===== config.mk =====
export PLATFORM = sky130hd
export DESIGN_NAME = ccd_line_ctrl
export DESIGN_NICKNAME = d
export VERILOG_FILES = /design/src/rtl/ccd_line_ctrl.sv
export SDC_FILE = /design/constraint.sdc
export NUM_CORES = 1
export LEC_CHECK = 0
export CORE_MARGIN = 5
export CORE_UTILIZATION = 54
export CTS_CLUSTER_SIZE = 12
export DETAILED_ROUTE_END_ITERATION = 8
export GPL_TIMING_DRIVEN = 0
export PLACE_DENSITY = 0.89
export SLEW_MARGIN = 20
export SYNTH_ARGS = -nofsm -noshare
export SYNTH_HDL_FRONTEND = slang
export SYNTH_SLANG_ARGS = --single-unit

===== constraint.sdc =====
create_clock -name pxl_clk -period 5.16 [get_ports pxl_clk]
set_clock_uncertainty 0.2 [all_clocks]
set_input_delay 1.032 -clock pxl_clk [delete_from_list [all_inputs] [get_ports pxl_clk]]
set_output_delay 1.032 -clock pxl_clk [all_outputs]
set_load 0.05 [all_outputs]

===== src/rtl/ccd_line_ctrl.sv =====
// CCD line sequencer: SH / dummy / active pixel timing with an AXI4-Stream pixel output.
// Define CCD_TEST_PATTERN_EN to replace captured samples with a (pixel + row) ramp.
module ccd_line_ctrl #(
    parameter int DATA_WIDTH  = 12,
    parameter int OUT_WIDTH   = 8,
    parameter int EFFECT_COLS = 2048,
    parameter int PRE_DUMMY   = 32,
    parameter int POST_DUMMY  = 8,
    parameter int SH_WIDTH    = 16
) (
    input  logic                  pxl_clk,
    input  logic                  rst,
    input  logic                  trigger_mode,
    input  logic                  ext_trigger,
    input  logic [24:0]           line_period,
    input  logic [10:0]           rows,
    input  logic [DATA_WIDTH-1:0] adc_data,
    output logic                  sh,
    output logic                  phase_en,
    output logic                  overflow,
    output logic [OUT_WIDTH-1:0]  m_axis_tdata,
    output logic                  m_axis_tvalid,
    output logic                  m_axis_tlast,
    output logic                  m_axis_tuser,
    input  logic                  m_axis_tready
);

    localparam int MAX_A   = (SH_WIDTH > PRE_DUMMY) ? SH_WIDTH : PRE_DUMMY;
    localparam int MAX_B   = (EFFECT_COLS > POST_DUMMY) ? EFFECT_COLS : POST_DUMMY;
    localparam int MAX_DUR = (MAX_A > MAX_B) ? MAX_A : MAX_B;
    localparam int CNT_W   = $clog2(MAX_DUR + 1);

    localparam logic [CNT_W-1:0] SH_LAST   = CNT_W'(SH_WIDTH - 1);
    localparam logic [CNT_W-1:0] PRE_LAST  = CNT_W'(PRE_DUMMY - 1);
    localparam logic [CNT_W-1:0] COL_LAST  = CNT_W'(EFFECT_COLS - 1);
    localparam logic [CNT_W-1:0] POST_LAST = CNT_W'(POST_DUMMY - 1);
    localparam logic [24:0] MIN_PERIOD =
        25'(SH_WIDTH + PRE_DUMMY + EFFECT_COLS + POST_DUMMY + 2);

    typedef enum logic [2:0] {
        ST_IDLE, ST_SH, ST_PRE, ST_ACTIVE, ST_POST, ST_WAIT
    } state_t;

    state_t           state;
    logic [CNT_W-1:0] cnt;
    logic [24:0]      period_cnt;
    logic [10:0]      row;
    logic             ext_q;

`ifdef CCD_TEST_PATTERN_EN
    function automatic logic [OUT_WIDTH-1:0] capture_data(input logic [CNT_W-1:0] pixel,
                                                          input logic [10:0] row_idx);
        logic [31:0] sum;
        sum = 32'(pixel) + 32'(row_idx);
        return sum[OUT_WIDTH-1:0];
    endfunction
`else
    function automatic logic [OUT_WIDTH-1:0] capture_data(input logic [DATA_WIDTH-1:0] sample);
        return sample[DATA_WIDTH-1 -: OUT_WIDTH];
    endfunction
`endif

    logic [24:0] period_clamped;
    logic [24:0] period_reload;
    logic [10:0] rows_last;
    logic        line_trig;

    assign period_clamped = (line_period < MIN_PERIOD) ? MIN_PERIOD : line_period;
    assign period_reload  = period_clamped - 25'd1;
    assign rows_last      = (rows == 11'd0) ? 11'd0 : rows - 11'd1;
    assign line_trig      = trigger_mode ? (ext_trigger & ~ext_q) : (period_cnt == 25'd0);

    // Stage p0: beat formed during each ACTIVE cycle
    logic                 vld_p0;
    logic [OUT_WIDTH-1:0] data_p0;
    logic                 last_p0;
    logic                 user_p0;

    assign vld_p0  = (state == ST_ACTIVE);
    assign last_p0 = (cnt == COL_LAST);
    assign user_p0 = (cnt == '0) && (row == 11'd0);
`ifdef CCD_TEST_PATTERN_EN
    assign data_p0 = capture_data(cnt, row);
`else
    assign data_p0 = capture_data(adc_data);
`endif

    always_ff @(posedge pxl_clk) begin
        if (rst) begin
            state      <= ST_IDLE;
            cnt        <= '0;
            period_cnt <= '0;
            row        <= '0;
            ext_q      <= 1'b0;
            sh         <= 1'b0;
            phase_en   <= 1'b0;
        end else begin
            ext_q      <= ext_trigger;
            period_cnt <= (period_cnt == 25'd0) ? period_reload : period_cnt - 25'd1;
            case (state)
                ST_IDLE: begin
                    if (line_trig) begin
                        state <= ST_SH;
                        sh    <= 1'b1;
                        cnt   <= '0;
                    end
                end
                ST_SH: begin
                    if (cnt == SH_LAST) begin
                        state    <= ST_PRE;
                        sh       <= 1'b0;
                        phase_en <= 1'b1;
                        cnt      <= '0;
                    end else begin
                        cnt <= cnt + CNT_W'(1);
                    end
                end
                ST_PRE: begin
                    if (cnt == PRE_LAST) begin
                        state <= ST_ACTIVE;
                        cnt   <= '0;
                    end else begin
                        cnt <= cnt + CNT_W'(1);
                    end
                end
                ST_ACTIVE: begin
                    if (cnt == COL_LAST) begin
                        state <= ST_POST;
                        cnt   <= '0;
                        row   <= (row >= rows_last) ? 11'd0 : row + 11'd1;
                    end else begin
                        cnt <= cnt + CNT_W'(1);
                    end
                end
                ST_POST: begin
                    if (cnt == POST_LAST) begin
                        state    <= ST_WAIT;
                        phase_en <= 1'b0;
                        cnt      <= '0;
                    end else begin
                        cnt <= cnt + CNT_W'(1);
                    end
                end
                ST_WAIT: state <= ST_IDLE;
                default: begin
                    state    <= ST_IDLE;
                    sh       <= 1'b0;
                    phase_en <= 1'b0;
                    cnt      <= '0;
                end
            endcase
        end
    end

    // Stage p1: one-deep output register; a beat that cannot land only leaves its flags behind
    always_ff @(posedge pxl_clk) begin
        if (rst) begin
            m_axis_tvalid <= 1'b0;
            m_axis_tlast  <= 1'b0;
            m_axis_tuser  <= 1'b0;
            m_axis_tdata  <= '0;
            overflow      <= 1'b0;
        end else if (vld_p0) begin
            if (!m_axis_tvalid || m_axis_tready) begin
                m_axis_tvalid <= 1'b1;
                m_axis_tdata  <= data_p0;
                m_axis_tlast  <= last_p0;
                m_axis_tuser  <= user_p0;
            end else begin
                overflow     <= 1'b1;
                m_axis_tlast <= m_axis_tlast | last_p0;
                m_axis_tuser <= m_axis_tuser | user_p0;
            end
        end else if (m_axis_tready) begin
            m_axis_tvalid <= 1'b0;
            m_axis_tlast  <= 1'b0;
            m_axis_tuser  <= 1'b0;
        end
    end

endmodule

==> results of run 1 <==
==> layer usage <==
metal | share of wire [%] | vias up
met1 | 42 | 1960
li1 | - | 2084
met4 | 2.2 | 0
met3 | 6.6 | 31
met5 | 0 | -
met2 | 49 | 167
==> cells in the mapped netlist, types with 11 or more instances <==
cell type	number
ha_1	18
xor2_1	28
nand4_1	11
nand2_1	33
dfxtp_1	66
nand3_1	11
clkbuf_1	14
nor4_1	20
a21oi_1	45
and3_1	12
o21ai_0	21
nor2_1	86
inv_1	14
nor3_1	16
==> cell type report <==
cell class	instances	area (um^2)	area share [%]
plain buffers	16	61.3	1.18
inverters	14	52.6	1.01
multi-input cells	435	2790	53.7
well taps	102	128	2.46
clock buffers	12	155	2.99
clock inverters	4	73.8	1.42
flip-flops and latches	66	1320	25.5
repair buffers	61	611	11.8
==> worst max-delay path by stage <==
stage                    startpoint                        end  slack, ns
global route        line_period[21]  period_cnt[22]$_SDFF_PP0_       0.10
finish               line_period[9]  period_cnt[22]$_SDFF_PP0_       0.29
CTS                  line_period[9]  period_cnt[22]$_SDFF_PP0_       0.28
detailed placement   line_period[9]  period_cnt[22]$_SDFF_PP0_      -0.05
floorplan            line_period[9]  period_cnt[22]$_SDFF_PP0_       0.83
global placement     line_period[9]  period_cnt[22]$_SDFF_PP0_      -0.04
==> sequential cells by signal (all words and copies together), names as in the netlist <==
register / flops
m_axis_tlast: 1
period_cnt: 25
overflow: 1
cnt: 12
m_axis_tvalid: 1
state: 3
row: 11
m_axis_tuser: 1
phase_en: 1
ext_q: 1
sh: 1
m_axis_tdata: 8
==> through the flow <==
| step | utilization [%] | cells | power, mW | hold WS (ns) |
|---|---|---|---|---|
| 3_5_place_dp | 64.7 | 694 | 1.86 | 0.286 |
| 6_report | 67.8 | 710 | 2.39 | 0.291 |
| 5_1_grt | 67.8 | 710 | 2.56 | 0.301 |
| 2_1_floorplan | - | 531 | 1.58 | 0.262 |
| 4_1_cts | 67.7 | 710 | 2.37 | 0.293 |
| 3_3_place_gp | 64.7 | 694 | 1.81 | 0.270 |
==> worst reg2reg max path: stages, from the launching register on <==
cell and delay [ns]:
dfxtp_1 0.44, nor3_1 0.11, and4_1 0.21, clkbuf_1 0.21, nand2_1 0.27, clkbuf_1 0.43, nor2_1 0.10, nor2_1 0.12
ha_1 0.18, nor2b_1 0.25, nand2_1 0.09, a21oi_1 0.16, a41oi_2 0.10, or3_1 0.44, nor4_1 0.38, mux2_1 0.36
==> cells by family after synthesis <==
logic type,count (synthesis),synth area share [%]
buf+inv,30,2.70
fa+ha+maj,18,5.35
compound gates,119,18.5
simple gates,246,30.6
flops,66,31.4
xor+xnor,37,7.70
mux,15,3.78
==> placed cells by master (no fill, tap or decap), types with 3 or more instances in the layout <==
| master | instances |
|---|---|
| a211oi_1 | 8 |
| a21o_1 | 3 |
| a21oi_1 | 45 |
| a311oi_1 | 3 |
| a31o_2 | 4 |
| and2_1 | 10 |
| and3_1 | 12 |
| clkbuf_1 | 15 |
| clkbuf_8 | 11 |
| clkdlybuf4s50_1 | 61 |
| dfxtp_1 | 66 |
| ha_1 | 18 |
| inv_1 | 14 |
| mux2_1 | 3 |
| mux2i_1 | 10 |
| nand2_1 | 33 |
| nand2b_1 | 7 |
| nand3_1 | 11 |
| nand3b_1 | 6 |
| nand4_1 | 11 |
| nor2_1 | 86 |
| nor2b_1 | 8 |
| nor3_1 | 16 |
| nor3b_1 | 4 |
| nor4_1 | 20 |
| o21a_1 | 4 |
| o21ai_0 | 21 |
| o21bai_1 | 4 |
| or2_2 | 5 |
| or3_1 | 5 |
| or4_1 | 4 |
| xnor2_1 | 9 |
| xor2_1 | 28 |
==> power groups by stage <==
stage / logic [mW] / clock network (mW) / registers (mW)
floorplan: 0.871 / 0 / 0.710
global placement: 1.12 / 0 / 0.699
detailed placement: 1.15 / 0 / 0.703
CTS: 1.17 / 0.507 / 0.694
global route: 1.31 / 0.534 / 0.711
finish: 1.19 / 0.503 / 0.698
==> metrics.txt, run 1 <==
status complete, no violations; M3 GR Usage 4.50%; Core Rows 32; Critical Path Start Type input pin; Clock Power Share a little over a fifth; Sink Count between 60 and 70; fmax 205 MHz; Area growth syn-to-layout 23.2%; Syn. warnings 0; critical path fanouts, max 8; reg2reg start period_cnt[6]$_SDFF_PP0_; DP Wirelength 8470 um; global-route wire length before repair 19100 um; ratio of cells with drive above 1 in the final layout 6.09%; Die W 98.3 um; worst-path cell chain clkdlybuf4s50_1, or4_1, o31ai_2, a211oi_2, a21oi_1, ha_1, nor2b_1, nand2_1, a21oi_1, a41oi_2, or3_1, nor4_1, mux2_1; Yosys top cell by area dfxtp_1; worst min path class reg -> reg; CTS Buf Count 9; clock slew at reported path FFs 0.07 ns; ranking of synthesized cells by area dfxtp_1 (31%), nor2_1 (7.7%), xor2_1 (5.8%); Final Hold Vio Count 0; Clock Path Buffers 2; vias per cell 5.97; min-delay src m_axis_tuser$_SDFFE_PP0P_; Synth async-reset ratio 0%; Max Cap Violations 0; Post-synth EDFFs 0; Setup WS pre-CTS -0.0489 ns; 1st-pass router iterations 5; total leakage power 1.99 nW; fin. max-slew vios 0; Gate power share 49.7%; antenna-violating nets left 0; most frequent CP cell a21oi_1; vias in the first global route between 4000 and 5000; Critical Path End Type register; RSZ-0062 raised after global routing no; final worst path period need 4.87 ns; Fillers 630; slowest stage cell, crit path or4_1; CORE AREA 7650 um^2; CP required about 5.2 ns; Synth Net Count roughly 600; mapped cell area 4210 um^2; syn_area_per_cell 7.93 um^2; Post-CTS Resized 0; Rel. slew slack 30.6%; latest clock arrival within the worst-skew pair between 0.3 and 0.4 ns; worst path buffer plus inverter count 1; grt met1 use between 20% and 30%; Max VDD drop about 0.00027 V; Port-buffer cells 61; # DRC 0; die footprint between 9000 and 10000 um^2; busiest grt layer met2; Routability Congestion 0.919; Worst Tran Pin Value 1.04 ns; TritonCTS clock tree yes; final wirelength 11300 um; fin crit share 94.5%; die height 98.3 um; H-tree depth 3; R2R depth 15; CTS root buf clkbuf_8; Max stage delay on crit path 0.67 ns; # nets final between 600 and 700; Flop pwr share 29.2%; WHS Endpoint m_axis_tuser$_SDFFE_PP0P_; Seq/Total Area, Yosys 31.4%; antenna violations before repair 0; Avg WL per Cell 15.9 um; Final Worst Setup Slack 0.285 ns; P per Cell Area 461 nW/um^2; design area 5190 um^2; placed cell area 4950 um^2; post-synth top area share between 30% and 40%; vias 4242; CP arrival 4.92 ns; Net Sw Frac a little over two fifths; Crit path depth 13; CTS Hold Bufs 0; largest net degree at the start of global routing 12; number of diodes 0; post-route setup TNS 0 ns; Reg2Reg Setup Slack 1.00 ns; total setup buffers inserted after CTS 0; IO Count 67; Crit Reg-Reg Endpoint period_cnt[22]$_SDFF_PP0_; Starting Density 55.0%; NetSw 1.01 mW; initial drt markers 238; CP top delay family simple AND/OR/NAND/NOR gates; grt ovf 0; Yosys reg bits 66; WS Path Type in -> reg; met2 usage 40.1%; Final setup violation count 0; Global Route Usage Sum 23.7%; internal power around 1.4 mW; Main synth FF type dfxtp_1; hold depth 2; Gate Count Post-Synth 531; Synth cell types between 50 and 60
Power figures use the tool's default switching activity.
==> run 2: changes to the inputs <==
--- a/config.mk
+++ b/config.mk
@@ -11,6 +11,7 @@
 export DETAILED_ROUTE_END_ITERATION = 8
 export GPL_TIMING_DRIVEN = 0
 export PLACE_DENSITY = 0.89
+export SETUP_SLACK_MARGIN = 0.3
 export SLEW_MARGIN = 20
 export SYNTH_ARGS = -nofsm -noshare
 export SYNTH_HDL_FRONTEND = slang
==> run 2 against run 1 <==
Against the previous run:
- fmax increased by 3.6%
- final cell count unchanged
- first-iteration DRC count decreased by 11%
- utilization increased by 0.25 points
- clock power about the same
- largest power group unchanged
- sequential cell count unchanged
- wire length increased by 0.25%
==> metrics.txt, run 2 (synthesis gave the netlist of run 1 again) <==
clock slew at reported path FFs 0.07 ns (about the same); status complete, no violations; post-route setup TNS 0 ns (unchanged); worst min path class reg -> reg; Global Route Usage Sum 23.7% (about the same); total leakage power 2.00 nW (+0.17%); antenna-violating nets left 0 (unchanged); commonest non-fill, non-tap cell in the layout nor2_1; DP Wirelength 8470 um (unchanged); Max stage delay on crit path 0.60 ns (-0.07 ns); # DRC 0 (unchanged); Regs by FF count period_cnt: 25 flops, cnt: 12 flops, row: 11 flops; Worst Tran Pin Value 1.08 ns (+0.0403 ns); die footprint 9660 um^2 (unchanged); reg2reg start period_cnt[7]$_SDFF_PP0_; die height 98.3 um (unchanged); final worst path period need 4.70 ns (-0.171 ns); fin crit share 91.1% (-3.3 points); worst path buffer plus inverter count 1 (unchanged); largest net degree at the start of global routing 12 (unchanged); TritonCTS clock tree yes; Final setup violation count 0 (unchanged); Max Cap Violations 0 (unchanged); Setup crit start line_period[9]; WS Path Type in -> reg; fin. max-slew vios 0 (unchanged); Port-buffer cells 61 (unchanged); CTS root buf clkbuf_8; global-route wire length before repair 19100 um (about the same); RSZ-0062 raised after global routing yes; final wirelength 11300 um (+0.25%); CP top delay family simple AND/OR/NAND/NOR gates; Critical Path End Type register; fmax 213 MHz (+3.6%); most frequent CP cell a21oi_1; max reg flops 25 (unchanged); CTS Hold Bufs 0 (unchanged); antenna violations before repair 0 (unchanged); Area growth syn-to-layout 23.7%; Sink Count 66 (unchanged); latest clock arrival within the worst-skew pair 0.35 ns (about the same); grt ovf 0 (unchanged); vias in the first global route 4191 (unchanged); Die W 98.3 um (unchanged); worst-path cell chain clkdlybuf4s50_1, or4_4, o31ai_2, a211oi_2, a21oi_1, ha_1, nor2b_2, nand2_1, a21oi_1, a41oi_2, or3_1, nor4_1, mux2_1; Setup WS pre-CTS -0.0489 ns (unchanged); IO Count 67 (unchanged); Starting Density 55.0% (unchanged); CP arrival 4.74 ns (-0.18 ns); min-delay src m_axis_tuser$_SDFFE_PP0P_; Final Total Pwr 2.40 mW (+0.30%); H-tree depth 3 (unchanged); Max VDD drop 0.000272 V (-0.72%); Critical Path Start Type input pin; vias 4246 (+0.094%); vias per cell 5.98 (about the same); Routability Congestion 0.919 (unchanged); Avg WL per Cell 15.9 um (+0.25%); ratio of cells with drive above 1 in the final layout 6.74% (+0.66 points); highest-count cells in the layout ignoring fill and taps nor2_1 (86), dfxtp_1 (66), clkdlybuf4s50_1 (61); P per Cell Area 460 nW/um^2 (about the same); critical path fanouts, max 8 (unchanged); CTS Buf Count 9 (unchanged); Top reg by flops period_cnt; Final Hold Vio Count 0 (unchanged); # nets final 674 (unchanged); slowest stage cell, crit path or4_4; 1st-pass router iterations 5 (unchanged); Core Rows 32 (unchanged); CP required 5.20 ns (about the same); Final Worst Setup Slack 0.457 ns (+0.171 ns); Fillers 627 (-0.48%); Rel. slew slack 27.9% (-2.7 points); CORE AREA 7650 um^2 (unchanged); number of diodes 0 (unchanged); initial drt markers 213 (-11%); Clock Path Buffers 2 (unchanged)
[run 2: cell counts in the layout (fill, tap and decap cells not counted)]
Identical to the previous run, type by type.
[run 2: timing repair]
item	4_1_cts	5_1_grt
setup endpoints to repair	1	15
setup buffers	0	0
gates resized for setup	1	4
[run 2: report_power, final]
| part | internal [mW] | switching [mW] |
|---|---|---|
| registers | 0.605 | 0.0947 |
| logic | 0.480 | 0.711 |
| clock network | 0.299 | 0.207 |
[run 2: tightest hold or removal path: stages (launching register included)]
cell and delay, ns:
dfxtp_1 0.32, nand2_1 0.06, a21oi_1 0.06
[run 2: metrics by stage]
stage / utilization [%] / hold slack (ns) / area [um^2] / std cells
after CTS: 67.8 / 0.293 / 5180 / 710
after global routing: 68.1 / 0.301 / 5210 / 710
after floorplan: - / 0.262 / 4210 / 531
after detailed placement: 64.7 / 0.286 / 4950 / 694
final: 68.1 / 0.290 / 5210 / 710
after global placement: 64.7 / 0.270 / 4950 / 694
[run 2: cell type report]
class                           instances  area (um^2)  area share (%)
Buffer                                 16         61.3            1.18
Clock buffer                           12          155            2.98
Clock inverter                          4         73.8            1.42
Inverter                               14         52.6            1.01
Multi-Input combinational cell        435         2800            53.9
Sequential cell                        66         1320            25.4
Tap cell                              102          128            2.45
Timing Repair Buffer                   61          611            11.7
[run 2: path summary, 6_finish.rpt]
check,to,slack [ns],cells after the start
hold / removal,m_axis_tuser$_SDFFE_PP0P_,0.29,2
hold reg to reg,m_axis_tuser$_SDFFE_PP0P_,0.29,2
setup reg to reg,period_cnt[22]$_SDFF_PP0_,1.00,14
setup / recovery,period_cnt[22]$_SDFF_PP0_,0.46,13
[run 2: metal layers]
| metal | part of all wire [%] | vias up | global-route usage (%) |
|---|---|---|---|
| li1 | - | 2075 | - |
| met1 | 42 | 1976 | 29.5 |
| met2 | 49 | 161 | 40.1 |
| met3 | 6.6 | 34 | 4.50 |
| met4 | 2.6 | 0 | 9.98 |
| met5 | 0 | - | 0 |
==> run 3: changes to the inputs <==
--- a/config.mk
+++ b/config.mk
@@ -5,6 +5,7 @@
 export SDC_FILE = /design/constraint.sdc
 export NUM_CORES = 1
 export LEC_CHECK = 0
+export CORE_ASPECT_RATIO = 1.5
 export CORE_MARGIN = 5
 export CORE_UTILIZATION = 54
 export CTS_CLUSTER_SIZE = 12
==> run 3 against run 2 <==
Against the previous run:
- critical path depth unchanged
- clock power increased by 29%
- first-iteration DRC count increased by 15%
- sequential power about the same
- power increased by 6.9%
- count of clock-buffer cells in the layout decreased by 1
==> metrics.txt, run 3 (synthesis gave the netlist of run 1 again) <==
status complete, no violations; internal power 1.52 mW (+9.9%); DP Wirelength 9070 um (+7.0%); vias 4284 (+0.89%); CORE AREA 7610 um^2 (-0.46%); hold_ws 0.275 ns (-0.0158 ns); post-route setup TNS 0 ns (unchanged); Clock Path Buffers 2 (unchanged); NetSw 1.04 mW (+2.6%); Max VDD drop 0.000268 V (-1.4%); Critical Path End Type register; Flop pwr share 27.4% (-1.8 points); antenna-violating nets left 0 (unchanged); CTS root buf clkbuf_16; Reg2Reg Setup Slack 1.07 ns (+0.07 ns); Final Hold Vio Count 0 (unchanged); worst min path class reg -> reg; number of diodes 0 (unchanged); WS Path Type in -> reg; die footprint 9700 um^2 (+0.38%); Final setup violation count 0 (unchanged); largest net degree at the start of global routing 12 (unchanged); max reg flops 25 (unchanged); fmax 212 MHz (-0.16%); Critical Path Start Type input pin; CP arrival 4.73 ns (about the same); fin. max-slew vios 0 (unchanged); fin crit share 91.3% (+0.14 points); Clock Power Share 25.5% (+4.4 points); Gate power share 47.1% (-2.6 points); Avg WL per Cell 16.8 um (+5.3%); Regs by FF count period_cnt: 25 flops, cnt: 12 flops, row: 11 flops; Routability Congestion 0.997 (+8.5%); Core Rows 39 (+22%); P per Cell Area 483 nW/um^2 (+5.0%); final wirelength 11900 um (+5.3%); Die W 82.1 um (-16%); latest clock arrival within the worst-skew pair 0.33 ns (-0.02 ns); highest-count cells in the layout ignoring fill and taps nor2_1 (86), dfxtp_1 (66), clkdlybuf4s50_1 (61); vias in the first global route 4477 (+6.8%); die height 118 um (+20%); Rel. slew slack 29.6% (+1.8 points); initial drt markers 246 (+15%); ratio of cells with drive above 1 in the final layout 6.74% (unchanged); Sink Count 66 (unchanged); global-route wire length before repair 19700 um (+3.3%); Port-buffer cells 61 (unchanged); final core occ 69.6% (+1.5 points); grt ovf 0 (unchanged); total leakage power 2.03 nW (+1.9%); Global Route Usage Sum 25.4% (+1.6 points); # nets final 674 (unchanged); Top reg by flops period_cnt; RSZ-0062 raised after global routing yes; antenna violations before repair 0 (unchanged); vias per cell 6.03 (+0.89%); critical path fanouts, max 8 (unchanged); total setup buffers inserted after CTS 0 (unchanged); CP required 5.18 ns (-0.02 ns); Area growth syn-to-layout 25.9%; Worst Tran Pin Value 1.05 ns (-0.0300 ns); CTS Buf Count 9 (unchanged); # DRC 0 (unchanged); Non-Filler Instances 710 (unchanged); H-tree depth 3 (unchanged); design area 5300 um^2 (+1.8%); IO Count 67 (unchanged); Net Sw Frac 40.6% (-1.7 points); placed cell area 4950 um^2 (unchanged); TritonCTS clock tree yes; 1st-pass router iterations 5 (unchanged); Starting Density 55.3% (+0.25 points); Max Cap Violations 0 (unchanged); CTS Hold Bufs 0 (unchanged); final worst path period need 4.71 ns (+0.00738 ns); clock slew at reported path FFs 0.05 ns (-0.02 ns); commonest non-fill, non-tap cell in the layout nor2_1; Placed Cells 694 (unchanged)
run 3: metrics by stage:
step | setup slack, ns | power, mW
2_1_floorplan | 0.833 | 1.58
3_3_place_gp | -0.0364 | 1.83
3_5_place_dp | -0.183 | 1.88
4_1_cts | 0.353 | 2.54
5_1_grt | 0.233 | 2.72
6_report | 0.449 | 2.56
run 3: layout make-up:
| class | instances | area [um^2] |
|---|---|---|
| inverter | 14 | 52.6 |
| fill | 634 | 2310 |
| sequential | 66 | 1320 |
| clock buffer | 11 | 243 |
| tap | 102 | 128 |
| timing repair buffer | 61 | 611 |
| buffer | 16 | 61.3 |
| clock inverter | 5 | 77.6 |
| multi-input combinational | 435 | 2810 |
run 3: metal layers:
layer	global-route usage [%]	wire, um
met5	0	0
met2	45.8	6340
met1	25.9	4460
met3	5.40	601
met4	14.1	501
run 3: power by group through the flow:
| stage | Combinational, mW | Clock [mW] | Sequential, mW |
|---|---|---|---|
| floorplan | 0.871 | 0 | 0.710 |
| global placement | 1.13 | 0 | 0.704 |
| detailed placement | 1.17 | 0 | 0.706 |
| CTS | 1.18 | 0.664 | 0.696 |
| global route | 1.32 | 0.691 | 0.709 |
| finish | 1.21 | 0.654 | 0.701 |
run 3: worst max-delay path: stages:
cell and delay, ns:
clkdlybuf4s50_1 0.46, or4_4 0.60, o31ai_2 0.33, a211oi_2 0.21, a21oi_1 0.21, ha_1 0.19, nor2b_2 0.21, nand2_1 0.09
a21oi_1 0.18, a41oi_2 0.09, or3_1 0.47, nor4_2 0.32, mux2_1 0.34
run 3: path summary, 6_finish.rpt:
check / start / to / depth (start not counted)
worst max-delay path: line_period[9] / period_cnt[22]$_SDFF_PP0_ / 13
worst min-delay path: m_axis_tuser$_SDFFE_PP0P_ / m_axis_tuser$_SDFFE_PP0P_ / 2
worst max register to register: period_cnt[7]$_SDFF_PP0_ / period_cnt[22]$_SDFF_PP0_ / 14
worst min register to register: m_axis_tuser$_SDFFE_PP0P_ / m_axis_tuser$_SDFFE_PP0P_ / 2
run 3: what timing repair did:
action / 4_1_cts / 5_1_grt
endpoints found under the setup margin: 2 / 13
pin swaps: 0 / 0
resized for setup: 2 / 4
